File: src/rtl/accel_csr_ctrl.sv
// Wishbone CSR block that launches a compute core and tracks its completion.
// Optional BUSY watchdog enabled by defining ACCEL_CSR_WATCHDOG_EN.
module accel_csr_ctrl #(
    parameter int DATA_W         = 32,
    parameter int NUM_REGS       = 8,
    parameter int TIMEOUT_CYCLES = 1024
) (
    input  logic                       clk,
    input  logic                       reset_n,
    input  logic                       wb_cyc_i,
    input  logic                       wb_stb_i,
    input  logic                       wb_we_i,
    input  logic [31:0]                wb_adr_i,
    input  logic [DATA_W-1:0]          wb_dat_i,
    input  logic [DATA_W/8-1:0]        wb_sel_i,
    output logic [DATA_W-1:0]          wb_dat_o,
    output logic                       wb_ack_o,
    output logic [NUM_REGS*DATA_W-1:0] cfg_o,
    output logic                       core_start_o,
    input  logic                       core_done_i,
    output logic                       irq_o
);

    localparam int SEL_W = DATA_W / 8;
    localparam logic [1:0] ST_IDLE   = 2'd0;
    localparam logic [1:0] ST_LAUNCH = 2'd1;
    localparam logic [1:0] ST_BUSY   = 2'd2;

    logic [1:0]        state_r;
    logic [1:0]        state_nxt_s;
    logic              req_s;
    logic              wr_s;
    logic              ctrl_wr_s;
    logic              start_s;
    logic [3:0]        idx_s;
    logic              ack_r;
    logic [DATA_W-1:0] dat_r;
    logic [DATA_W-1:0] rd_data_s;
    logic [DATA_W-1:0] ctrl_s;
    logic              done_r;
    logic              done_nxt_s;
    logic              done_set_s;
    logic              err_set_s;
    logic              err_s;
    logic              err_nxt_s;
    logic              irq_en_r;
    logic              irq_en_nxt_s;
    logic              wdog_exp_s;
    logic              core_start_r;
    logic              irq_r;
    logic [DATA_W-1:0] regs_r [1:NUM_REGS-1];

    assign idx_s     = wb_adr_i[5:2];
    assign req_s     = wb_cyc_i & wb_stb_i & ~ack_r;
    assign wr_s      = req_s & wb_we_i;
    assign ctrl_wr_s = wr_s & (idx_s == 4'd0) & wb_sel_i[0];
    assign start_s   = ctrl_wr_s & wb_dat_i[0] & (state_r == ST_IDLE);

    assign wb_ack_o     = ack_r;
    assign wb_dat_o     = dat_r;
    assign core_start_o = core_start_r;
    assign irq_o        = irq_r;

`ifdef ACCEL_CSR_WATCHDOG_EN
    logic [15:0] wdog_r;
    logic        err_r;
    logic        unused_s;

    assign wdog_exp_s = (wdog_r == 16'(TIMEOUT_CYCLES - 1));
    assign err_s      = err_r;
    assign err_nxt_s  = err_set_s | (err_r & ~(ctrl_wr_s & wb_dat_i[4]));
    assign unused_s   = ^{wb_adr_i[31:6], wb_adr_i[1:0]};

    // Watchdog counter: cleared while launching, counts every BUSY cycle.
    always_ff @(posedge clk or negedge reset_n) begin
        if (!reset_n) begin
            wdog_r <= 16'd0;
        end else if (state_r == ST_LAUNCH) begin
            wdog_r <= 16'd0;
        end else if (state_r == ST_BUSY) begin
            wdog_r <= wdog_r + 16'd1;
        end else begin
            wdog_r <= wdog_r;
        end
    end

    // Sticky ERR flag.
    always_ff @(posedge clk or negedge reset_n) begin
        if (!reset_n) begin
            err_r <= 1'b0;
        end else begin
            err_r <= err_nxt_s;
        end
    end
`else
    logic unused_s;

    assign wdog_exp_s = 1'b0;
    assign err_s      = 1'b0;
    assign err_nxt_s  = 1'b0;
    assign unused_s   = ^{wb_adr_i[31:6], wb_adr_i[1:0], err_set_s};
`endif

    // FSM next state and the DONE/ERR set events it produces.
    always_comb begin
        state_nxt_s = state_r;
        done_set_s  = 1'b0;
        err_set_s   = 1'b0;
        case (state_r)
            ST_IDLE: begin
                if (start_s) begin
                    state_nxt_s = ST_LAUNCH;
                end else begin
                    state_nxt_s = ST_IDLE;
                end
            end
            ST_LAUNCH: begin
                state_nxt_s = ST_BUSY;
            end
            ST_BUSY: begin
                // Completion on the expiry cycle takes precedence over the timeout.
                if (core_done_i) begin
                    state_nxt_s = ST_IDLE;
                    done_set_s  = 1'b1;
                end else if (wdog_exp_s) begin
                    state_nxt_s = ST_IDLE;
                    done_set_s  = 1'b1;
                    err_set_s   = 1'b1;
                end else begin
                    state_nxt_s = ST_BUSY;
                end
            end
            default: begin
                state_nxt_s = ST_IDLE;
            end
        endcase
    end

    // CTRL next values; a hardware set beats a same-cycle write-1-to-clear.
    always_comb begin
        done_nxt_s = done_set_s | (done_r & ~(ctrl_wr_s & wb_dat_i[2]));
        if (ctrl_wr_s) begin
            irq_en_nxt_s = wb_dat_i[3];
        end else begin
            irq_en_nxt_s = irq_en_r;
        end
    end

    // CTRL read view.
    always_comb begin
        ctrl_s    = '0;
        ctrl_s[1] = (state_r != ST_IDLE);
        ctrl_s[2] = done_r;
        ctrl_s[3] = irq_en_r;
        ctrl_s[4] = err_s;
    end

    // AND-OR read mux; indices without a register fall through to zero.
    always_comb begin
        rd_data_s = ctrl_s & {DATA_W{idx_s == 4'd0}};
        for (int k = 1; k < NUM_REGS; k++) begin
            rd_data_s = rd_data_s | (regs_r[k] & {DATA_W{idx_s == 4'(k)}});
        end
    end

    // FSM, CTRL flags, start pulse and interrupt flops.
    always_ff @(posedge clk or negedge reset_n) begin
        if (!reset_n) begin
            state_r      <= ST_IDLE;
            done_r       <= 1'b0;
            irq_en_r     <= 1'b0;
            core_start_r <= 1'b0;
            irq_r        <= 1'b0;
        end else begin
            state_r      <= state_nxt_s;
            done_r       <= done_nxt_s;
            irq_en_r     <= irq_en_nxt_s;
            core_start_r <= (state_nxt_s == ST_LAUNCH);
            irq_r        <= (done_nxt_s | err_nxt_s) & irq_en_nxt_s;
        end
    end

    // Wishbone acknowledge and read data, one cycle after the request.
    always_ff @(posedge clk or negedge reset_n) begin
        if (!reset_n) begin
            ack_r <= 1'b0;
            dat_r <= '0;
        end else begin
            ack_r <= req_s;
            dat_r <= (req_s & ~wb_we_i) ? rd_data_s : '0;
        end
    end

    // General-purpose registers with per-byte write enables.
    always_ff @(posedge clk or negedge reset_n) begin
        if (!reset_n) begin
            for (int k = 1; k < NUM_REGS; k++) begin
                regs_r[k] <= '0;
            end
        end else begin
            for (int k = 1; k < NUM_REGS; k++) begin
                if (wr_s && (idx_s == 4'(k))) begin
                    for (int b = 0; b < SEL_W; b++) begin
                        if (wb_sel_i[b]) begin
                            regs_r[k][b*8 +: 8] <= wb_dat_i[b*8 +: 8];
                        end
                    end
                end
            end
        end
    end

    assign cfg_o[0 +: DATA_W] = ctrl_s;

    genvar g;
    generate
        for (g = 1; g < NUM_REGS; g++) begin : g_cfg
            assign cfg_o[g*DATA_W +: DATA_W] = regs_r[g];
        end
    endgenerate

endmodule
File: config.mk
export PLATFORM = sky130hd
export DESIGN_NAME = accel_csr_ctrl
export DESIGN_NICKNAME = d
export VERILOG_FILES = /design/src/rtl/accel_csr_ctrl.sv
export SDC_FILE = /design/constraint.sdc
export NUM_CORES = 1
export LEC_CHECK = 0
export ABC_AREA = 1
export CAP_MARGIN = 30
export CORE_MARGIN = 8
export CORE_UTILIZATION = 50
export CTS_BUF_LIST = sky130_fd_sc_hd__clkbuf_16
export DETAILED_ROUTE_END_ITERATION = 12
export GPL_ROUTABILITY_DRIVEN = 0
export PLACE_DENSITY = 0.93
export SLEW_MARGIN = 20
export SYNTH_ARGS = -nofsm -noshare
export SYNTH_HDL_FRONTEND = slang
export SYNTH_SLANG_ARGS = --single-unit
File: constraint.sdc
create_clock -name clk -period 4.1 [get_ports clk]
set_clock_uncertainty 0.2 [all_clocks]
set_input_delay 0.41 -clock clk [delete_from_list [all_inputs] [get_ports clk]]
set_output_delay 0.41 -clock clk [all_outputs]
set_load 0.01 [all_outputs]
* After elaboration in Yosys (flattened, before gate mapping)
Index checks and enable logic that the tools add are counted.
** Word-level totals
- Bits in latches :: 0
- Memories :: 0
- Bits in read-only memories :: 0
- Flip-flop bits (word level) :: 263
- Logic and storage cells :: 120
- Input port bits :: 74
- Bits in writable memories :: 0
** Operators by class
- Multiply operators :: 0
- Magnitude comparators :: 0
- $add $sub $neg :: 0
- Mux-type cells :: 7
- Div/mod/pow operators :: 0
- Reductions and logical operators :: 38
- Shifts and indexed selects :: 0
- Bitwise operators :: 30
- Equality and inequality tests :: 10
** Operators by type and width (number)
- 32-bit bitwise AND :: 7
- 32-bit OR :: 7
- 2-bit AND reduction :: 28
- 4-bit by 32-bit bitwise AND with 32-bit output :: 1
- 32-bit two-way mux :: 1
- 4-bit by 3-bit == test with 1-bit output, second input constant :: 4
- 1-bit bitwise AND :: 11
- 4-bit by 2-bit == test with 1-bit output, second input constant :: 2
- 1-bit logical AND :: 7
- 2-bit one-hot mux with 3 select lines :: 1
- 2-bit by 1-bit == test with 1-bit output, second input constant :: 2
- 4-bit by 1-bit == test with 1-bit output, second input constant :: 1
- 4-bit zero test :: 1
- 1-bit two-way mux :: 4
- 1-bit NOT :: 3
- 2-bit == test, second input constant :: 1
- 2-bit zero test :: 1
- 2-bit two-way mux :: 1
- 2-bit nonzero test :: 1
- 1-bit OR :: 1

* Depth between registers and ports, before layout
- Word-level depth :: 10
- Gate-level depth with buffers :: 9
- Gate-level depth less buffers :: 7

* Worst setup path before layout
OpenSTA, ideal clock, no wires.
- Path kind :: register -> register
- Start :: register ack_r, in the netlist wb_ack_o
- End :: register regs_r (netlist bit cfg_o[205])
- Setup time :: 0.125 ns
- Path buffers :: 2
- Stages on the path, launching flop included :: 9
- Path slack :: 2.384 ns
- Clock period less this slack :: 1.716 ns
- Arrival time :: 1.390 ns
- Cell sequence :: dfrtp_1 inv_1 nand3_1 nor2_2 buf_6 nand3_2 buf_2 nand2_1 o21ai_1
** On the way
- Cells in the longest elaborated chain, start to end :: 5
** Ends and longest elaborated chain
- start, declared :: RTL line 36 : logic ack_r;
- start signal, assigned :: RTL line 189 : ack_r <= req_s;
- 1-bit NOT :: RTL line 54 : assign req_s = wb_cyc_i & wb_stb_i & ~ack_r;
- 1-bit bitwise AND :: RTL line 54
- 1-bit bitwise AND :: RTL line 55 : assign wr_s = req_s & wb_we_i;
- 1-bit logical AND :: RTL line 202 : if (wr_s && (idx_s == 4'(k))) begin
- 2-bit AND reduction (no line)
- end signal, assigned by index :: RTL line 205 : regs_r[k][b*8 +: 8] <= wb_dat_i[b*8 +: 8];
- end, declared :: RTL line 51 : logic [DATA_W-1:0] regs_r [1:NUM_REGS-1];
No other way between the ends.
A chain may end at the register's enable or synchronous reset.

* Final worst setup path
- Start :: register ack_r, in the netlist wb_ack_o
- End :: register regs_r (netlist bit cfg_o[106])
Same word-level chain as after synthesis.

==> results.txt <==
- Measured along the y axis, the die boundary spans 171.1 µm.
- In this run the number of H-tree levels came out at 1.
- Placed standard-cell area: 15140 µm²
* Leakage dissipation: 7.217 nW
* Worst setup path startpoint: wb_ack_o
- Sequential share of the synthesized area: 54.74%
- Setup repair after global routing left no endpoint under its margin.
- Maximum number of pins on one net before global-route repair: 120
- Crit path time final: 2.546 ns
- The die covers 29260 µm².
- Skew-Pair Late Insertion Delay: 0.55 ns
* Number of different library cells in the post-synthesis netlist: 27
- The HPWL after detailed placement is 29.16 mm.
- The initial antenna violation count came to 1.
* Switching part of the total: 27.57%
- Die Wd: 171.1 µm
- Pre-CTS setup slack: 1.058 ns
* Leftover overflow at the end of global routing: 0
- Initial core utilization: 51.07%
- Final worst hold slack: 0.3053 ns
* Clock transition at the register clock pins on the worst setup and hold paths after CTS: 0.06 ns
* Flops & latches, synth: 263
* Category of the critical setup timing path: register to register
- Setup WS post-layout: 1.554 ns
- Filler instances: 1709
* Detailed-routing iteration count for the pre-antenna-repair pass: 5
- Share of power burned in combinational logic: 15.3%
- With fillers left out, the area of the finished cells amounts to 15950 µm².
* Number of global-route vias before repair: 11527
- Area of the multi-input gates: 4606 µm²
- STA classifies the critical path startpoint as a register.
* TritonCTS clock tree: built
- Power dissipated by switching net loads: 1.692 mW
- Core outline area: 23540 µm²
- Post-Route WL: 42.79 mm
- The final number of hold-violating endpoints is 0.
- Routed Antenna Nets: 0
* Detailed Route Iter0 Violations: 1747
* Syn. warnings: 0
- Drt via density: 5.754
* Number of vias after detailed routing: 11514
* Number of slew-limit violations in the final report: 0
* Clk pwr share: 37.0%
* Setup violations, final: 0
- The tree is rooted in a sky130_fd_sc_hd__clkbuf_16.
- In this run the cell area of the synthesized design comes to 12020 µm².
* Max_cap viols: 0
- At the worst endpoint, the arrival time is 2.75 ns.
- For the final routed database, the setup TNS stands at 0 ns.
* Critical path capture point type: register
* Mean instance size in the synthesized netlist: 8.706 µm²
- TritonCTS Sinks: 263
* Final worst-path cycle share: 62.09%
* Placed insts: 1951
- Transition time at the pin with the least slew margin: 0.9208 ns
- Cells fill 67.77% of the core in the end.
- Buffer count from post-CTS setup fixing: 0
- The number of hold buffers added after CTS was 1.
- The path class of the tightest hold or removal check is register to register.
- Count of standard-cell rows: 56
* Count of input and output buffers: 307
- 365 I/O pins were placed.
- Final routed wire length divided by cell count: 21.39 µm
- PwrDens: 384.8 nW/µm²
- In this run, flip-flops and latches consume 47.7% of the power.
* Total GRT Usage: 28.59%
* Required time of the critical path: 4.31 ns
- Clock Path Buffers: 3
- PostCTS Resize Cnt: 0
* Final cell count without fillers: 2001
* Synth-to-layout area growth: 32.70%
* Peak ir drop on the vdd network: 0.2946 mV
- In this run the critical register-to-register path is launched from wb_ack_o.
- Internal power comes to 4.447 mW.
- Nets@finish: 1736
- Number of CTS-inserted buffers: 27
- Of all nets on the critical path, the largest fanout is 17.
- In the routed design, unresolved DRC markers number 0.
* Area taken by flip-flops and latches: 6581 µm²
- Synthesized instance count: 1381
* Design Power: 6.139 mW
* Relative slew margins: 38.62%
- The worst hold path begins at cfg_o[168].
- The first global-routing pass estimated 65.27 mm of wire.
- Status: finished, final reports clean
* Layout cell share with drive strength beyond 1: 6.901%
- F_max: 392.8 MHz
cell type report:
type	instances	area share, %
timing repair buffer	328	20.45
sequential	263	41.25
multi-input combinational	963	28.87
tap	319	2.502
inverter	79	1.890
antenna	1	0.01568
clock buffer	27	4.235
clock inverter	21	0.7842
sequential cells by signal, summed over array words and instances (netlist names):
name,flops
done_r,1
irq_en_r,1
cfg_o,224
core_start_o,1
wb_dat_o,32
wb_ack_o,1
irq_o,1
state_r,2
cell families after synthesis:
family | share of synthesized area (%)
simple gates | 25.91
flops | 54.74
compound gates | 11.32
buf+inv | 7.993
other cells | 0.03119
power by group through the flow:
| stage | registers [mW] | clock network, mW | logic, mW |
|---|---|---|---|
| after floorplan | 3.00 | 0 | 0.306 |
| after global placement | 2.95 | 0 | 0.907 |
| after CTS | 2.92 | 2.29 | 0.943 |
| after global routing | 2.94 | 2.41 | 1.01 |
| after detailed placement | 2.96 | 0 | 0.934 |
| final | 2.93 | 2.27 | 0.941 |
final timing paths:
kind	to	slack, ns	cells past startpoint
max	cfg_o[106]	1.55	7
min	cfg_o[168]	0.31	2
max reg2reg	cfg_o[106]	1.55	7
min reg2reg	cfg_o[168]	0.31	2
max in group asynchronous	cfg_o[206]	2.39	3
min in group asynchronous	cfg_o[228]	0.33	2
cell usage in the layout (no fill, tap or decap):
cell type / instances
sky130_fd_sc_hd__a21oi_1: 33
sky130_fd_sc_hd__bufinv_16: 1
sky130_fd_sc_hd__nand2_1: 378
sky130_fd_sc_hd__nand3_4: 18
sky130_fd_sc_hd__o21ai_0: 114
sky130_fd_sc_hd__inv_4: 1
sky130_fd_sc_hd__dfrtp_1: 263
sky130_fd_sc_hd__nor2_8: 1
sky130_fd_sc_hd__buf_8: 1
sky130_fd_sc_hd__nand2_4: 1
sky130_fd_sc_hd__buf_4: 18
sky130_fd_sc_hd__nor2_1: 95
sky130_fd_sc_hd__nand3_1: 161
sky130_fd_sc_hd__nor2_4: 7
sky130_fd_sc_hd__clkdlybuf4s50_1: 306
sky130_fd_sc_hd__conb_1: 29
sky130_fd_sc_hd__diode_2: 1
sky130_fd_sc_hd__clkbuf_16: 27
sky130_fd_sc_hd__nand2_2: 3
sky130_fd_sc_hd__inv_2: 2
sky130_fd_sc_hd__o21ai_2: 18
sky130_fd_sc_hd__buf_12: 2
sky130_fd_sc_hd__o21a_1: 1
sky130_fd_sc_hd__clkinv_1: 6
sky130_fd_sc_hd__o21ai_1: 92
sky130_fd_sc_hd__inv_16: 1
sky130_fd_sc_hd__dlygate4sd3_1: 1
sky130_fd_sc_hd__inv_1: 84
sky130_fd_sc_hd__clkinv_2: 5
sky130_fd_sc_hd__nand3_2: 10
sky130_fd_sc_hd__nor3_1: 2
routing by layer:
metal,vias up,global-route usage [%],wire (µm)
li1,5022,-,-
met1,5426,34.66,15220
met2,884,46.04,19720
met3,182,7.490,5156
met4,0,15.80,2697
met5,-,0,0
synthesized netlist by cell type:
| cell type | instances | area [µm²] |
|---|---|---|
| sky130_fd_sc_hd__buf_2 | 38 | 190.2 |
| sky130_fd_sc_hd__inv_2 | 2 | 7.510 |
| sky130_fd_sc_hd__nand3_1 | 161 | 805.8 |
| sky130_fd_sc_hd__inv_1 | 74 | 277.8 |
| sky130_fd_sc_hd__nor2_2 | 4 | 25.02 |
| sky130_fd_sc_hd__buf_1 | 5 | 18.77 |
| sky130_fd_sc_hd__nand2_1 | 378 | 1419 |
| sky130_fd_sc_hd__buf_4 | 33 | 247.7 |
| sky130_fd_sc_hd__o21ai_0 | 114 | 570.6 |
| sky130_fd_sc_hd__o21ai_1 | 92 | 460.4 |
| sky130_fd_sc_hd__o21a_1 | 1 | 7.510 |
| sky130_fd_sc_hd__buf_6 | 13 | 146.4 |
| sky130_fd_sc_hd__nand3_2 | 10 | 100.1 |
| sky130_fd_sc_hd__nor2_8 | 1 | 20.02 |
| sky130_fd_sc_hd__clkbuf_1 | 15 | 56.30 |
| sky130_fd_sc_hd__nand2_4 | 1 | 11.26 |
| sky130_fd_sc_hd__o21ai_2 | 18 | 157.7 |
| sky130_fd_sc_hd__conb_1 | 1 | 3.750 |
| sky130_fd_sc_hd__nand3_4 | 18 | 315.3 |
| sky130_fd_sc_hd__nor2_4 | 3 | 33.78 |
| sky130_fd_sc_hd__nor2_1 | 95 | 356.6 |
| sky130_fd_sc_hd__nand2_2 | 3 | 18.77 |
| sky130_fd_sc_hd__clkinv_2 | 2 | 10.01 |
| sky130_fd_sc_hd__dfrtp_1 | 263 | 6581 |
| sky130_fd_sc_hd__inv_4 | 1 | 6.260 |
| sky130_fd_sc_hd__a21oi_1 | 33 | 165.2 |
| sky130_fd_sc_hd__nor3_1 | 2 | 10.01 |
critical path, cell delays in order (launching register included):
cell and delay (ns):
sky130_fd_sc_hd__dfrtp_1 0.39, sky130_fd_sc_hd__inv_1 0.06, sky130_fd_sc_hd__nand3_1 0.15, sky130_fd_sc_hd__nor2_4 0.65, sky130_fd_sc_hd__buf_12 0.28, sky130_fd_sc_hd__nand3_2 0.33, sky130_fd_sc_hd__nand2_1 0.20, sky130_fd_sc_hd__o21ai_0 0.13
Power figures use the tool's default switching activity.
